### src/rtl/p2s_serializer.sv
// Parallel-to-serial converter: WIDTH-bit words out as LANES-bit beats, MSB- or LSB-first per word.
// Optional parity beat when P2S_PARITY_EN is defined.
//
// state | meaning
// IDLE  | no word loaded, in_ready high, ser_data forced to 0
// SHIFT | word loaded, beat cnt_q presented on ser_data
module p2s_serializer #(
  parameter int WIDTH = 8,
  parameter int LANES = 1
) (
  input  logic             clk,
  input  logic             arst,
  input  logic             in_valid,
  output logic             in_ready,
  input  logic [WIDTH-1:0] in_data,
  input  logic             in_lsb_first,
  output logic             ser_valid,
  input  logic             ser_ready,
  output logic [LANES-1:0] ser_data,
  output logic             ser_first,
  output logic             ser_last,
  output logic             busy
);

  localparam int DBEATS = WIDTH / LANES;
`ifdef P2S_PARITY_EN
  localparam int BEATS = DBEATS + 1;
`else
  localparam int BEATS = DBEATS;
`endif
  localparam int CW = (BEATS > 1) ? $clog2(BEATS) : 1;

  if (WIDTH < 2) begin : g_bad_width
    $error("p2s_serializer: WIDTH must be at least 2");
  end
  if (WIDTH % LANES != 0) begin : g_bad_lanes
    $error("p2s_serializer: WIDTH must be a multiple of LANES");
  end

  typedef enum logic {
    IDLE  = 1'b0,
    SHIFT = 1'b1
  } state_e;

  state_e           state_q, state_d;
  logic [WIDTH-1:0] shift_q, shift_d;
  logic             lsb_q, lsb_d;
  logic [CW-1:0]    cnt_q, cnt_d;
  logic             accept;
  logic             beat_xfer;
  logic             on_last;
  logic [LANES-1:0] data_beat;
`ifdef P2S_PARITY_EN
  logic             par_q, par_d;
`endif

  assign busy      = (state_q == SHIFT);
  assign ser_valid = busy;
  assign on_last   = (cnt_q == CW'(BEATS - 1));
  assign ser_first = busy && (cnt_q == '0);
  assign ser_last  = busy && on_last;
  // ser_ready -> in_ready is the only input-to-output path; it lets a new word replace the last beat.
  assign in_ready  = !arst && (!busy || (on_last && ser_ready));
  assign accept    = in_valid && in_ready;
  assign beat_xfer = busy && ser_ready;
  assign data_beat = lsb_q ? shift_q[LANES-1:0] : shift_q[WIDTH-1 -: LANES];

  always_comb begin
    ser_data = '0;
    if (busy) begin
`ifdef P2S_PARITY_EN
      ser_data = on_last ? LANES'(par_q) : data_beat;
`else
      ser_data = data_beat;
`endif
    end
  end

  always_comb begin
    state_d = state_q;
    shift_d = shift_q;
    lsb_d   = lsb_q;
    cnt_d   = cnt_q;
`ifdef P2S_PARITY_EN
    par_d   = par_q;
`endif
    if (accept) begin
      state_d = SHIFT;
      shift_d = in_data;
      lsb_d   = in_lsb_first;
      cnt_d   = '0;
`ifdef P2S_PARITY_EN
      par_d   = ^in_data;
`endif
    end else if (beat_xfer) begin
      if (on_last) begin
        state_d = IDLE;
        cnt_d   = '0;
      end else begin
        shift_d = lsb_q ? (shift_q >> LANES) : (shift_q << LANES);
        cnt_d   = cnt_q + CW'(1);
      end
    end
  end

  always_ff @(posedge clk or posedge arst) begin
    if (arst) begin
      state_q <= IDLE;
      shift_q <= '0;
      lsb_q   <= 1'b0;
      cnt_q   <= '0;
`ifdef P2S_PARITY_EN
      par_q   <= 1'b0;
`endif
    end else begin
      state_q <= state_d;
      shift_q <= shift_d;
      lsb_q   <= lsb_d;
      cnt_q   <= cnt_d;
`ifdef P2S_PARITY_EN
      par_q   <= par_d;
`endif
    end
  end

endmodule

### config.mk
export PLATFORM = sky130hd
export DESIGN_NAME = p2s_serializer
export DESIGN_NICKNAME = d
export VERILOG_FILES = /design/src/rtl/p2s_serializer.sv
export SDC_FILE = /design/constraint.sdc
export NUM_CORES = 1
export LEC_CHECK = 0
export BUFFER_PORTS_ARGS = -buffer_cell sky130_fd_sc_hd__buf_4
export CAP_MARGIN = 0
export CORE_ASPECT_RATIO = 0.9
export CORE_MARGIN = 2
export CORE_UTILIZATION = 40
export DETAILED_ROUTE_END_ITERATION = 10
export PLACE_DENSITY = 0.66
export SLEW_MARGIN = 20
export SYNTH_ARGS = -nofsm -noshare
export SYNTH_HDL_FRONTEND = slang
export SYNTH_SLANG_ARGS = --single-unit
### constraint.sdc
create_clock -name clk -period 2.3 [get_ports clk]
set_input_delay 0.345 -clock clk [delete_from_list [all_inputs] [get_ports clk]]
set_output_delay 0.345 -clock clk [all_outputs]
set_load 0.005 [all_outputs]
# Yosys cells after proc, flatten, opt, wreduce, memory -nomap -nowiden

Cells that the tools add are included.

Register bits: 13
Bits of input ports: 13
Output and inout bits: 6
Logic and storage cells: 33

Add/subtract/negate cells: 1
Equality and inequality tests: 2
Muxes and demuxes: 12
Reduce and logical (&&, ||, !) cells: 14

Operator list:

| cell                | number |
|---|---|
| $mux 8              | 4 |
| $mux 3              | 3 |
| $logic_and 1x1->1   | 6 |
| $mux 1              | 5 |
| $reduce_and 2->1    | 2 |
| $reduce_bool 2->1   | 2 |
| $add 3x1->3 const B | 1 |
| $eq 3x3->1 const B  | 1 |
| $logic_not 3->1     | 1 |
| $logic_not 1->1     | 2 |
| $ne 2x2->1 const B  | 1 |
| $logic_or 1x1->1    | 1 |

# Longest topological paths before layout

Depth in word-level cells: 7
Depth in mapped cells: 6
Depth with buffers taken out: 5

# Least setup slack after synthesis

Ideal clock, no wire load.

Path kind: reg2reg
From: register cnt_q[0]
To: register shift_q[1]
Library setup time: 0.126 ns
Arrival: 1.640 ns
Data required time: 2.174 ns
Setup slack: 0.534 ns
Stages on the path, launching flop included: 7
Buffers on the path: 1
Clock period less this slack: 1.766 ns
Cells stage by stage: dfrtp_1 > ha_1 > ha_1 > a21bo_4 > and3_4 > buf_6 > a221o_1

Cells in the longest elaborated chain, start to end: 7
Elaborated cells between the ends (all ways): 9
Classes of those cells: eq/ne: 2; mux: 1; reduce/logical: 6

Ends and longest elaborated chain:

| item                                                             | RTL line | RTL |
|---|---|---|
| start, declared                                                  | 48       | `logic [CW-1:0] cnt_q, cnt_d;` |
| start signal, assigned                                           | 119      | `cnt_q <= cnt_d;` |
| $eq 3x3->1 *                                                     | 59       | `assign on_last = (cnt_q == CW'(BEATS - 1));` |
| $logic_and 1x1->1                                                | 63       | `assign in_ready = !arst && (!busy \|\| (on_last && ser_ready));` |
| $logic_or 1x1->1                                                 | 63       |  |
| $logic_and 1x1->1                                                | 63       |  |
| $logic_and 1x1->1                                                | 64       | `assign accept = in_valid && in_ready;` |
| $ne 2x2->1 (no line) / $reduce_bool 2->1 (equally long branches) | -        |  |
| $reduce_and 2->1 (no line)                                       | -        |  |
| end signal, assigned                                             | 117      | `shift_q <= shift_d;` |
| end, declared                                                    | 46       | `logic [WIDTH-1:0] shift_q, shift_d;` |

Mark *: on every way between the ends. The rest lies on a longest branch, timed or not.
A chain may end at the register's enable or synchronous reset.

# Worst setup path after layout

From: register cnt_q[1]
To: output port in_ready

Cells in the longest elaborated chain, start to end: 4

Ends and longest elaborated chain:

| item              | RTL line | RTL |
|---|---|---|
| $eq 3x3->1        | 59       |  |
| $logic_and 1x1->1 | 63       |  |
| $logic_or 1x1->1  | 63       |  |
| $logic_and 1x1->1 | 63       |  |
| end, declared     | 14       | `output logic in_ready,` |

Every way passes these cells.

==> impl_results.md <==
- DRC viols: 0
- Top cell by count, worst path: ha_1
- Root Buffer: clkbuf_4
- Ys async rst share: 100%
- Worst VDD drop: 0.396 mV
- Hold Slack: roughly 0.29 ns
- Pwr dens: 1090 nW/µm²
- Final Wtd Congestion: 0.764
- Max-capacitance violation count: 0
- Worst min path class: input pin to register
- Area of the mapped netlist: 793 µm²
- Worst-Margin Slew: ~0.44 ns
- Post-DP Area: 927 µm²
- Max Clk Rate: 525 MHz
- Clock-pin slew on the worst setup and hold paths: 0.08 ns
- FP Rows: 15
- First-pass GRT wire length: 2910 µm
- Unique masters post-synth: 28
- Pre-antenna DRT Iters: 4
- Dominant synthesized flop cell: dfrtp_1
- Multi-input logic area: 417 µm²
- Via count: 647
- Clock skew: 0.00121 ns
- Setup TNS: 0 ns
- WS Path Type: register to output pin
- WP data required: 1.96 ns
- Final Setup Violations: 0
- Fin area: 965 µm²
- Ranking of synthesized cells by area: dfrtp_1 (41%), mux2i_1 (8.8%), ha_1 (4.7%)
- Crit-path slowest cell: dfrtp_1
- Post-synthesis net count: between 90 and 100
- Post-CTS Setup Repair Bufs: 0
- Die Y: roughly 46 µm
- Post-synthesis cell count: 78
- FF+latch count, synth: 13
- Die Wd: 50.9 µm
- Area grow syn2layout: 21.6%
- Commonest cells post-synth: dfrtp_1 (13), nor2_1 (8), mux2i_1 (7)
- Final Cycle Share: between 80% and 90%
- H-tree levels: 1
- Die area: roughly 2400 µm²
- Final slew viol count: 0
- Critical path cell sequence: ha_1, ha_1, a21boi_0, nor2_1, buf_4
- RSZ-0062 raised after global routing: no
- DP HPWL: 1280 µm
- Synth area leader: dfrtp_1
- Post-Place Setup Slack: 0.467 ns
- Vias in the first global route: 637
- Post-Route WL: around 1700 µm
- TritonCTS clock tree: done
- Post-synth EDFFs: 0
- Initial antenna violation count: 0
- Crit-path max FO: 6
- Fillcell total: 186
- Crit end category: output pin
- Leak: about 0.00045 µW
- Avg Inst Size Synth: 10.2 µm²
- Clock insertion delay at the later pin of the skew report: 0.28 ns
- Post-synth top area share: 41.0%
- Initial core utilization: 41.8%
- Area occupied by registers: 325 µm²
- Core Area: 1900 µm²
- Total gr overflow: 0
- Final net count: 114
- ANT nets after route: 0
- Count of input and output buffers: 18
- Diode count: 0
- TritonCTS Buffers: 3
- Post-synthesis sequential area ratio: between 40% and 50%
- # IOs: 19
- Met2 Use GR: 28.6%
- Routed length per instance: 14.2 µm
- FF-to-FF path depth: 5
- Clock Path Buffers: 2
- Status: completed
- Worst EP arrival: 1.56 ns
- Layout cells sized above 1: 27.8%
- Post-route minimum period: 1.90 ns
- Clock Sinks: 13
- Largest net degree at the start of global routing: 14
- M3 GR Usage: 5.84%
- PnR Total Power: 1050 µW
- GR Util met1: 21.7%
- Synth warn: 0
- Slowest stage delay, CP: roughly 0.4 ns
- Hold Crit Depth: 2
- Worst setup SP type: register
- Top Usage Layer GRT: met2
- Max_slew headroom: 70.4%
- Fin. Hold Viols: 0
- Via density: 5.30
- Most frequent cell after synthesis: dfrtp_1
- Initial DRC Count: 8
- Setup ws final: 0.396 ns
- All-Layer GR Usage: around 17%
-- power breakdown --
part | switching (µW) | internal (µW)
Clock | 79.7 | 64.6
Combinational | 193 | 257
Sequential | 123 | 330
-- layer usage --
| layer | vias up | wire, µm |
|---|---|---|
| met5 | - | 0 |
| met4 | 0 | 20 |
| met3 | 5 | 84 |
| met2 | 17 | 795 |
| met1 | 302 | 830 |
| li1 | 323 | - |
-- registers in the layout, summed over array words and instances (netlist names) --
name,count
busy,1
cnt_q,3
shift_q,8
lsb_q,1
-- worst max-delay path, delay by kind of cell, from the launching register on --
kind / cells / cell delay (ns)
adder cells (fa/ha/maj): 2 / 0.45
AND/OR/NAND/NOR: 1 / 0.07
AO/OA/AOI/OAI: 1 / 0.22
buffers and inverters: 1 / 0.13
flip-flops: 1 / 0.40
-- cells in the final DEF (no fill, tap or decap) --
master | Yosys | layout
buf_4 | 1 | 19
dfrtp_1 | 13 | 13
nor2_1 | 8 | 8
mux2i_1 | 7 | 7
nand4_1 | 5 | 5
nor2b_1 | 5 | 5
a221o_1 | 3 | 3
a211oi_1 | 3 | 3
o31ai_1 | 3 | 3
nand2_1 | 3 | 3
ha_1 | 3 | 3
clkbuf_4 | 0 | 3
and2_1 | 2 | 2
and3b_1 | 2 | 2
o21ai_0 | 2 | 2
inv_1 | 2 | 2
a21oi_1 | 2 | 2
clkinv_1 | 1 | 1
a21bo_4 | 1 | 1
and3_4 | 1 | 1
a31oi_1 | 1 | 1
nand3b_1 | 1 | 1
nand4b_1 | 1 | 1
a21boi_0 | 1 | 1
nand3_1 | 1 | 1
mux2_2 | 1 | 1
or2_2 | 1 | 1
clkinv_2 | 0 | 1
dlygate4sd3_1 | 0 | 1
-- cell type report --
cell class              instances  share of cell area (%)
clock inverters                 1                   0.519
multi-input cells              57                    43.2
clock buffers                   3                    2.33
flip-flops and latches         13                    33.7
inverters                       3                    1.17
repair buffers                 20                    15.8
well taps                      25                    3.24
-- repair_timing --
item                      CTS  global route
gates resized for setup     0             0
hold endpoints to repair    5             0
hold buffers                1             0
-- worst paths after layout --
check | startpoint | to | slack [ns]
max | cnt_q[1] | in_ready | 0.40
min | in_data[1] | shift_q[1] | 0.29
max reg2reg | cnt_q[1] | shift_q[5] | 0.46
min reg2reg | shift_q[1] | shift_q[1] | 0.55
max in group asynchronous | arst | lsb_q | 1.34
min in group asynchronous | arst | busy | 0.56
-- per-stage QoR --
step                      std cells  utilization [%]
final                           122             50.9
after global routing            122             50.9
after CTS                       122             50.9
after detailed placement        117             48.9
after global placement          117             48.9
after floorplan                  78                -
-- kinds of logic after synthesis --
group	Yosys count	share of synthesized area, %
flip-flops	13	41.0
multiplexers	8	10.3
AND/OR/NAND/NOR	30	21.8
buffers and inverters	8	6.47
adder cells (fa/ha/maj)	3	4.73
AO/OA/AOI/OAI	16	15.8
No activity file was read; power rests on OpenSTA's default activity.
